**src/rtl/dma_pkg.sv**
```systemverilog
// Shared definitions for the DMA copy engine.
//   dma_state_t    : controller state encoding
//   BYTES_PER_WORD : byte stride of one word on the default 32-bit bus
//   bytes_per_word : byte stride for an arbitrary bus width (multiple of 8)
package dma_pkg;

  typedef enum logic [2:0] {
    ST_IDLE,
    ST_RD_REQ,
    ST_RD_WAIT,
    ST_WR_REQ,
    ST_WR_WAIT,
    ST_DONE
  } dma_state_t;

  function automatic int unsigned bytes_per_word(input int unsigned data_width);
    return data_width / 8;
  endfunction

  localparam int unsigned DEFAULT_DATA_WIDTH = 32;
  localparam int unsigned BYTES_PER_WORD     = bytes_per_word(DEFAULT_DATA_WIDTH);

endpackage

```
**src/rtl/dma_copy_controller.sv**
```systemverilog
// Word-by-word memory copy controller driving a single-transaction bus agent.
// Each word is read from src, then written to dst; addresses advance by one
// word and wrap at the top of the address space.
//   i_clk, i_rst_n            : clock, asynchronous active-low reset
//   i_go                      : start pulse (sampled in IDLE only)
//   i_abort                   : stop after the word currently being copied
//   i_src_addr/i_dst_addr     : byte start addresses
//   i_len                     : number of words (0 completes immediately)
//   o_busy/o_done/o_err       : not idle / one-cycle completion / sticky bus error
//   o_words_done              : words fully written in the current transfer
//   o_agt_*/i_agt_*           : request/response handshake to the bus agent
module dma_copy_controller
  import dma_pkg::*;
#(
  parameter int unsigned DATA_WIDTH = 32,
  parameter int unsigned ADDR_WIDTH = 32,
  parameter int unsigned LEN_WIDTH  = 16
) (
  input  logic                  i_clk,
  input  logic                  i_rst_n,
  input  logic                  i_go,
  input  logic                  i_abort,
  input  logic [ADDR_WIDTH-1:0] i_src_addr,
  input  logic [ADDR_WIDTH-1:0] i_dst_addr,
  input  logic [LEN_WIDTH-1:0]  i_len,
  output logic                  o_busy,
  output logic                  o_done,
  output logic                  o_err,
  output logic [LEN_WIDTH-1:0]  o_words_done,
  output logic                  o_agt_start,
  output logic                  o_agt_we,
  output logic [ADDR_WIDTH-1:0] o_agt_addr,
  output logic [DATA_WIDTH-1:0] o_agt_wdata,
  input  logic                  i_agt_busy,
  input  logic                  i_agt_done,
  input  logic [DATA_WIDTH-1:0] i_agt_rdata,
  input  logic                  i_agt_err
);

  localparam logic [ADDR_WIDTH-1:0] ADDR_STEP = ADDR_WIDTH'(bytes_per_word(DATA_WIDTH));

  dma_state_t            state_q, state_d;
  logic [ADDR_WIDTH-1:0] src_q, src_d, dst_q, dst_d;
  logic [LEN_WIDTH-1:0]  remain_q, remain_d, words_q, words_d;
  logic [DATA_WIDTH-1:0] data_q, data_d;
  logic                  err_q, err_d, abort_q, abort_d;
  logic                  start_q, start_d, we_q, we_d;
  logic [ADDR_WIDTH-1:0] addr_q, addr_d;
  logic [DATA_WIDTH-1:0] wdata_q, wdata_d;

  always_ff @(posedge i_clk or negedge i_rst_n) begin
    if (!i_rst_n) begin
      state_q  <= ST_IDLE;
      src_q    <= '0;
      dst_q    <= '0;
      remain_q <= '0;
      words_q  <= '0;
      data_q   <= '0;
      err_q    <= 1'b0;
      abort_q  <= 1'b0;
      start_q  <= 1'b0;
      we_q     <= 1'b0;
      addr_q   <= '0;
      wdata_q  <= '0;
    end else begin
      state_q  <= state_d;
      src_q    <= src_d;
      dst_q    <= dst_d;
      remain_q <= remain_d;
      words_q  <= words_d;
      data_q   <= data_d;
      err_q    <= err_d;
      abort_q  <= abort_d;
      start_q  <= start_d;
      we_q     <= we_d;
      addr_q   <= addr_d;
      wdata_q  <= wdata_d;
    end
  end

  always_comb begin
    state_d  = state_q;
    src_d    = src_q;
    dst_d    = dst_q;
    remain_d = remain_q;
    words_d  = words_q;
    data_d   = data_q;
    err_d    = err_q;
    start_d  = 1'b0;
    we_d     = we_q;
    addr_d   = addr_q;
    wdata_d  = wdata_q;
    // Abort is only remembered here; it takes effect after the current write.
    abort_d  = abort_q | ((state_q != ST_IDLE) && i_abort);

    unique case (state_q)
      ST_IDLE: begin
        if (i_go) begin
          err_d = 1'b0;
          if (i_len != '0) begin
            src_d    = i_src_addr;
            dst_d    = i_dst_addr;
            remain_d = i_len;
            words_d  = '0;
            state_d  = ST_RD_REQ;
          end else begin
            state_d = ST_DONE;
          end
        end
      end
      // Request fields are registered together with start and held until
      // the next request, so they stay stable through the agent's done cycle.
      ST_RD_REQ: begin
        if (!i_agt_busy) begin
          start_d = 1'b1;
          we_d    = 1'b0;
          addr_d  = src_q;
          state_d = ST_RD_WAIT;
        end
      end
      ST_RD_WAIT: begin
        if (i_agt_done) begin
          if (i_agt_err) begin
            err_d   = 1'b1;
            state_d = ST_DONE;
          end else begin
            data_d  = i_agt_rdata;
            state_d = ST_WR_REQ;
          end
        end
      end
      ST_WR_REQ: begin
        if (!i_agt_busy) begin
          start_d = 1'b1;
          we_d    = 1'b1;
          addr_d  = dst_q;
          wdata_d = data_q;
          state_d = ST_WR_WAIT;
        end
      end
      ST_WR_WAIT: begin
        if (i_agt_done) begin
          if (i_agt_err) begin
            err_d   = 1'b1;
            state_d = ST_DONE;
          end else begin
            words_d  = words_q + LEN_WIDTH'(1);
            src_d    = src_q + ADDR_STEP;
            dst_d    = dst_q + ADDR_STEP;
            remain_d = remain_q - LEN_WIDTH'(1);
            if (remain_q == LEN_WIDTH'(1) || abort_q || i_abort)
              state_d = ST_DONE;
            else
              state_d = ST_RD_REQ;
          end
        end
      end
      ST_DONE: begin
        abort_d = 1'b0;
        state_d = ST_IDLE;
      end
      default: state_d = ST_IDLE;
    endcase
  end

  assign o_busy       = (state_q != ST_IDLE);
  assign o_done       = (state_q == ST_DONE);
  assign o_err        = err_q;
  assign o_words_done = words_q;
  assign o_agt_start  = start_q;
  assign o_agt_we     = we_q;
  assign o_agt_addr   = addr_q;
  assign o_agt_wdata  = wdata_q;

endmodule
```
**config.mk**
```make
export PLATFORM = sky130hd
export DESIGN_NAME = dma_copy_controller
export DESIGN_NICKNAME = d
export VERILOG_FILES = /design/src/rtl/dma_pkg.sv /design/src/rtl/dma_copy_controller.sv
export SDC_FILE = /design/constraint.sdc
export NUM_CORES = 1
export LEC_CHECK = 0
export ABC_CLOCK_PERIOD_IN_PS = 2100
export BUFFER_PORTS_ARGS = -buffer_cell sky130_fd_sc_hd__buf_2
export CORE_UTILIZATION = 55
export CTS_CLUSTER_SIZE = 24
export DETAILED_ROUTE_END_ITERATION = 16
export GPL_TIMING_DRIVEN = 0
export PLACE_DENSITY = 0.8
export SETUP_SLACK_MARGIN = 0.2
export SYNTH_ARGS = -nofsm -noshare
export SYNTH_HDL_FRONTEND = slang
export SYNTH_SLANG_ARGS = --single-unit
export TNS_END_PERCENT = 1
```
**constraint.sdc**
```tcl
create_clock -name i_clk -period 2.1 [get_ports i_clk]
set_input_delay 0.42 -clock i_clk [delete_from_list [all_inputs] [get_ports i_clk]]
set_output_delay 0.42 -clock i_clk [all_outputs]
set_load 0.02 [all_outputs]
```
Word level (Yosys, flattened, before mapping) --
Cells that the tools add are included.
Word-level totals: flip-flop bits (word level) 199, latch bits 0, RAM bits 0, bits in read-only memories 0, input bits 119, memories kept 0
Cells by class: add/sub/neg operators 4, multiply operators 0, divide/modulo/power cells 0, magnitude comparators 0, equal/unequal tests 15, shift operators 0, mux-type cells 43, bitwise logic cells 3, reduce and logical (&&, ||, !) cells 17
Operators by type and width (number):
- 32-bit 2-to-1 mux | 10
- 32-bit case mux with 2 select lines | 3
- 16-bit 2-to-1 mux | 8
- 32-bit by 3-bit adder with 32-bit output, second input constant | 2
- 16-bit case mux with 2 select lines | 2
- 3-bit 2-to-1 mux | 9
- 16-bit by 1-bit adder with 16-bit output, second input constant | 1
- 16-bit by 1-bit == test with 1-bit output, second input constant | 1
- 16-bit nonzero test | 1
- 16-bit by 1-bit subtractor with 16-bit output, second input constant | 1
- 3-bit case mux with 5 select lines | 1
- 2-bit != test, second input constant | 7
- 5-bit AND reduction | 2
- 1-bit 2-to-1 mux | 8
- 3-bit by 2-bit == test with 1-bit output, second input constant | 2
- 3-bit == test, second input constant | 2
- 3-bit AND reduction | 2
- 2-bit nonzero test | 3
- 2-bit by 1-bit != test with 1-bit output, second input constant | 2
- 1-bit case mux with 2 select lines | 2
- 4-bit AND reduction | 1
- 2-bit OR reduction | 2
- 3-bit by 1-bit == test with 1-bit output, second input constant | 1
- 3-bit zero test | 1
- other kinds (6) | 8

Longest topological paths before layout --
word-level depth 7, gate-level depth with buffers 8, mapped depth without buffers 7

Least setup slack after synthesis --
OpenSTA, ideal clock, no wires.
path kind register to register, start reg dst_q[2], end reg dst_q[20], setup time 121 ps, data arrival time 1730 ps, slack 249 ps, stages on the path, launching flop included 7, path buffers 0, period minus slack after synthesis 1851 ps, cell sequence dfrtp_1 > ha_1 > nand4_1 > nor3_4 > nand2_1 > o32a_1 > o22a_1
Between the ends: longest elaborated chain between the ends 4
Ends and longest elaborated chain:
- start, declared | RTL line dma_copy_controller.sv:43 | logic [ADDR_WIDTH-1:0] src_q, src_d, dst_q, dst_d;
- start signal, assigned | RTL line dma_copy_controller.sv:68 | dst_q <= dst_d;
- 32-bit by 3-bit adder with 32-bit output | RTL line dma_copy_controller.sv:149 | dst_d = dst_q + ADDR_STEP;
- 32-bit 2-to-1 mux | RTL line dma_copy_controller.sv:143 | if (i_agt_err) begin
- 32-bit 2-to-1 mux | RTL line dma_copy_controller.sv:142 | if (i_agt_done) begin
- 32-bit case mux with 2 select lines | RTL line dma_copy_controller.sv:96 | unique case (state_q)
No other way between the ends. The select of a mux whose other input is x is not followed. A chain may end at the register's enable or synchronous reset.

Final worst setup path --
start reg dst_q[3], end reg dst_q[30]
The elaborated chain is that of the path after synthesis.

==> results.yml <==
critical_path:
  r2r_setup_slack_ns: 0.15
  worstSetupPathType: "reg2reg"
  cp.required_ns: 2.42
  critPathLaunchType: "flip-flop"
  slowest_delay_ns: 0.43
  reg2reg_to: "dst_q[30]$_DFFE_PN0P_"
  rr_worst_depth: 8
  r2r_start: "dst_q[3]$_DFFE_PN0P_"
  path_buf_inv: 2
  crit_cells: 8
  worstSetupEndpointType: "flip-flop"
  cp.arrival_ns: 2.27
  crit_fanout: 5
  crit_family: "simple AND/OR/NAND/NOR gates"
  path_cells: "ha_4, nand4_1, nor3_4, buf_4, buf_6, nand3_1, o22ai_1, o2bb2a_1"
  cpMaxStageDelayCell: "dfrtp_1"
drt:
  drtPass1Iterations: 6
  drcViolationCount: 0
  wl_met2_um: 14100
  num_vias: 9250
  met3_length_um: 3330
  antenna_left: 0
  via_per_inst: 6.29
  wl_per_cell_um: 20.9
  wirelength_um: 30800
  m1WireLength_um: 11900
  dr.max_layer_used: "met4"
  drtIter0Drc: 1205
timing:
  period_minus_slack_ns: 1.95
  drv_slew: 0
  whs_ns: -0.0267
  max_freq_mhz: 513
  hold_viol: 8
  period_share: 0.929
  skew_ns: 0.0103
  rsz0062_at_grt: "yes"
  tightest_slew_ns: 0.744
  maxSlewHeadroom: 0.504
  setup_viol: 0
pwr:
  p_per_area_nw_per_um2: 1430
  internal_power_uw: 10300
  p_leak_uw: 0.00573
  switching_share: 0.418
  clockPowerShare: 0.198
  ir_worst_vdd_uv: 728
  p_switching_uw: 7380
  seqPwrFrac: 0.401
  power_frac_comb: 0.401
place:
  dp_cells: 1410
  numPortBuffers: 203
  post-dp-hpwl_um: 21200
  post_dp_cell_area_um2: 11200
  gp_congestion: 0.945
floorplanning:
  boundaryPins: 204
  initial_core_util: 0.567
  die_h_um: 136
  rows: 48
  fp.dieW_um: 136
  core_um2: 17400
  dieArea_um2: 18500
final_layout:
  utilization: 0.708
  layout-drive-gt1-share: 0.353
  layout.cells.most_common: "buf_2"
  multi_input_area_um2: 4730
  stdcell_count: 1471
  area_growth_pct: 24.9
  mostFrequentLayoutCells: "buf_2, dfrtp_1, a21oi_1"
  num-fill-cells: 1359
  design_area_um2: 12300
  nNetsFinal: 1356
  seq_area_um2: 4990
grt:
  grtUsageTotal: 0.333
  grt_pass1_vias: 8613
  grt_pass1_wl_um: 46400
  grt_max_degree: 102
  antenna_found_initial: 1
  grt-ovfl-total: 0
clock_network:
  clock_sinks: 199
  cts_tree: "done"
  cts.hold.buffers_added: 0
  clkTransAtPathRegs_ns: 0.07
  clock_latency_ns: 0.44
  cts_buffers: 17
  clockRootBuffer: "clkbuf_16"
  htreeDepth: 4
  cts_buffer_depth: 2
worst_hold_path:
  hp-class: "in2async"
yosys:
  synth_edf_count: 0
  synth_top_flop_cell: "dfrtp_1"
  syn_inst: 981
  synth_area_leaders: "dfrtp_1, mux2_2, a21oi_1, nor2_1, nand2_1"
  ys_seq_elements: 199
  syn_area_per_cell_um2: 10.1
  ys_seq_area_frac: 0.504
  yosys.area.top_type: "dfrtp_1"
  yosysWarnings: 0
  synth_top_area_frac: 0.504
  syn_nets: 1105
  netlist_area_um2: 9880
  ys_types: 75
  synthArstFlopShare: 1.00
outcome:
  violations: "hold timing"
  status: "complete, but fails checks"
job:
  max_cap_violations: 0
-- Yosys cell counts, types with 4 or more instances --
cell type	instances
a311oi_1	4
nor4_1	6
or3_1	4
mux2_2	64
o221a_2	4
xor2_1	9
nor3_1	10
nand3_1	41
dfrtp_1	199
a21oi_1	105
nand2b_1	4
and2_1	6
o311ai_1	9
o2bb2a_1	4
o21ai_0	53
o22a_1	9
clkbuf_1	26
nor2_1	92
o311ai_0	4
o211ai_1	5
mux2i_1	33
ha_1	5
nand4_1	22
nor4_4	4
a31oi_1	12
o22ai_1	18
and3_1	11
o32ai_1	5
nand2_1	90
xnor2_1	4
buf_2	31
inv_1	14
-- repair_timing --
action | CTS | global route
pin swaps | 10 | 12
endpoints found under the hold margin | 0 | 0
buffers inserted | 10 | 18
setup endpoints to repair | 193 | 191
resized for setup | 51 | 56
-- final cells by class --
class | count | share of cell area
timing repair buffer | 232 | 0.103
buffer | 62 | 0.0314
antenna | 1 | 0.000203
tap | 225 | 0.0228
multi-input combinational | 706 | 0.383
sequential | 199 | 0.404
inverter | 14 | 0.00426
clock inverter | 15 | 0.0163
clock buffer | 17 | 0.0345
-- per-layer routing --
metal,vias to the layer above,GRT usage
met5,-,0
met4,0,0.174
met3,132,0.0738
met2,617,0.523
met1,4374,0.432
li1,4127,-
-- worst max path at each step --
stage / start / slack (ns) / endpoint
2_1_floorplan: dst_q[2]$_DFFE_PN0P_ / 0.25 / dst_q[20]$_DFFE_PN0P_
3_3_place_gp: i_rst_n / -2.70 / src_q[3]$_DFFE_PN0P_
3_5_place_dp: i_len[14] / -0.71 / dst_q[23]$_DFFE_PN0P_
4_1_cts: i_len[14] / 0.13 / dst_q[10]$_DFFE_PN0P_
5_1_grt: state_q[0]$_DFFE_PN0P_ / 0.09 / o_busy
6_report: dst_q[3]$_DFFE_PN0P_ / 0.15 / dst_q[30]$_DFFE_PN0P_
-- power by group through the flow --
stage | clock [uW] | sequential (uW) | combinational, uW
final | 3490 | 7080 | 7090
after global routing | 3660 | 7300 | 7670
after CTS | 3500 | 6990 | 6720
after detailed placement | 0 | 7030 | 6530
after global placement | 0 | 6920 | 6380
after floorplan | 0 | 7470 | 3730
-- flip-flops by register name, summed over array words and instances (netlist names), 3 cells and up --
name          count
data_q           32
dst_q            32
o_agt_addr       32
o_agt_wdata      32
src_q            32
o_words_done     16
remain_q         16
state_q           3
-- logic make-up (layout without fill, tap and decap cells) --
logic type / after synthesis / in the layout / synth area share
and+or+nand+nor: 325 / 325 / 0.169
buffers and inverters: 76 / 340 / 0.0336
AOI/OAI and AO/OA: 266 / 266 / 0.169
other: 0 / 1 / 0
adders and majority gates: 5 / 5 / 0.00633
DFF: 199 / 199 / 0.504
muxes: 97 / 97 / 0.106
xor gates and xnor gates: 13 / 13 / 0.0115
-- worst reg2reg max path, stage by stage (launching register included) --
cell	delay (ns)
dfrtp_1	0.43
ha_4	0.17
nand4_1	0.21
nor3_4	0.26
buf_4	0.15
buf_6	0.12
nand3_1	0.10
o22ai_1	0.17
o2bb2a_1	0.23
-- metrics by stage --
step / power, uW / setup TNS (ns) / worst slack, ns
2_1_floorplan: 11200 / 0 / 0.249
3_3_place_gp: 13300 / -581.73 / -2.70
3_5_place_dp: 13600 / -48.40 / -0.707
4_1_cts: 17200 / 0 / 0.128
5_1_grt: 18600 / 0 / 0.0896
6_report: 17700 / 0 / 0.150
No activity file was read; power rests on OpenSTA's default activity.
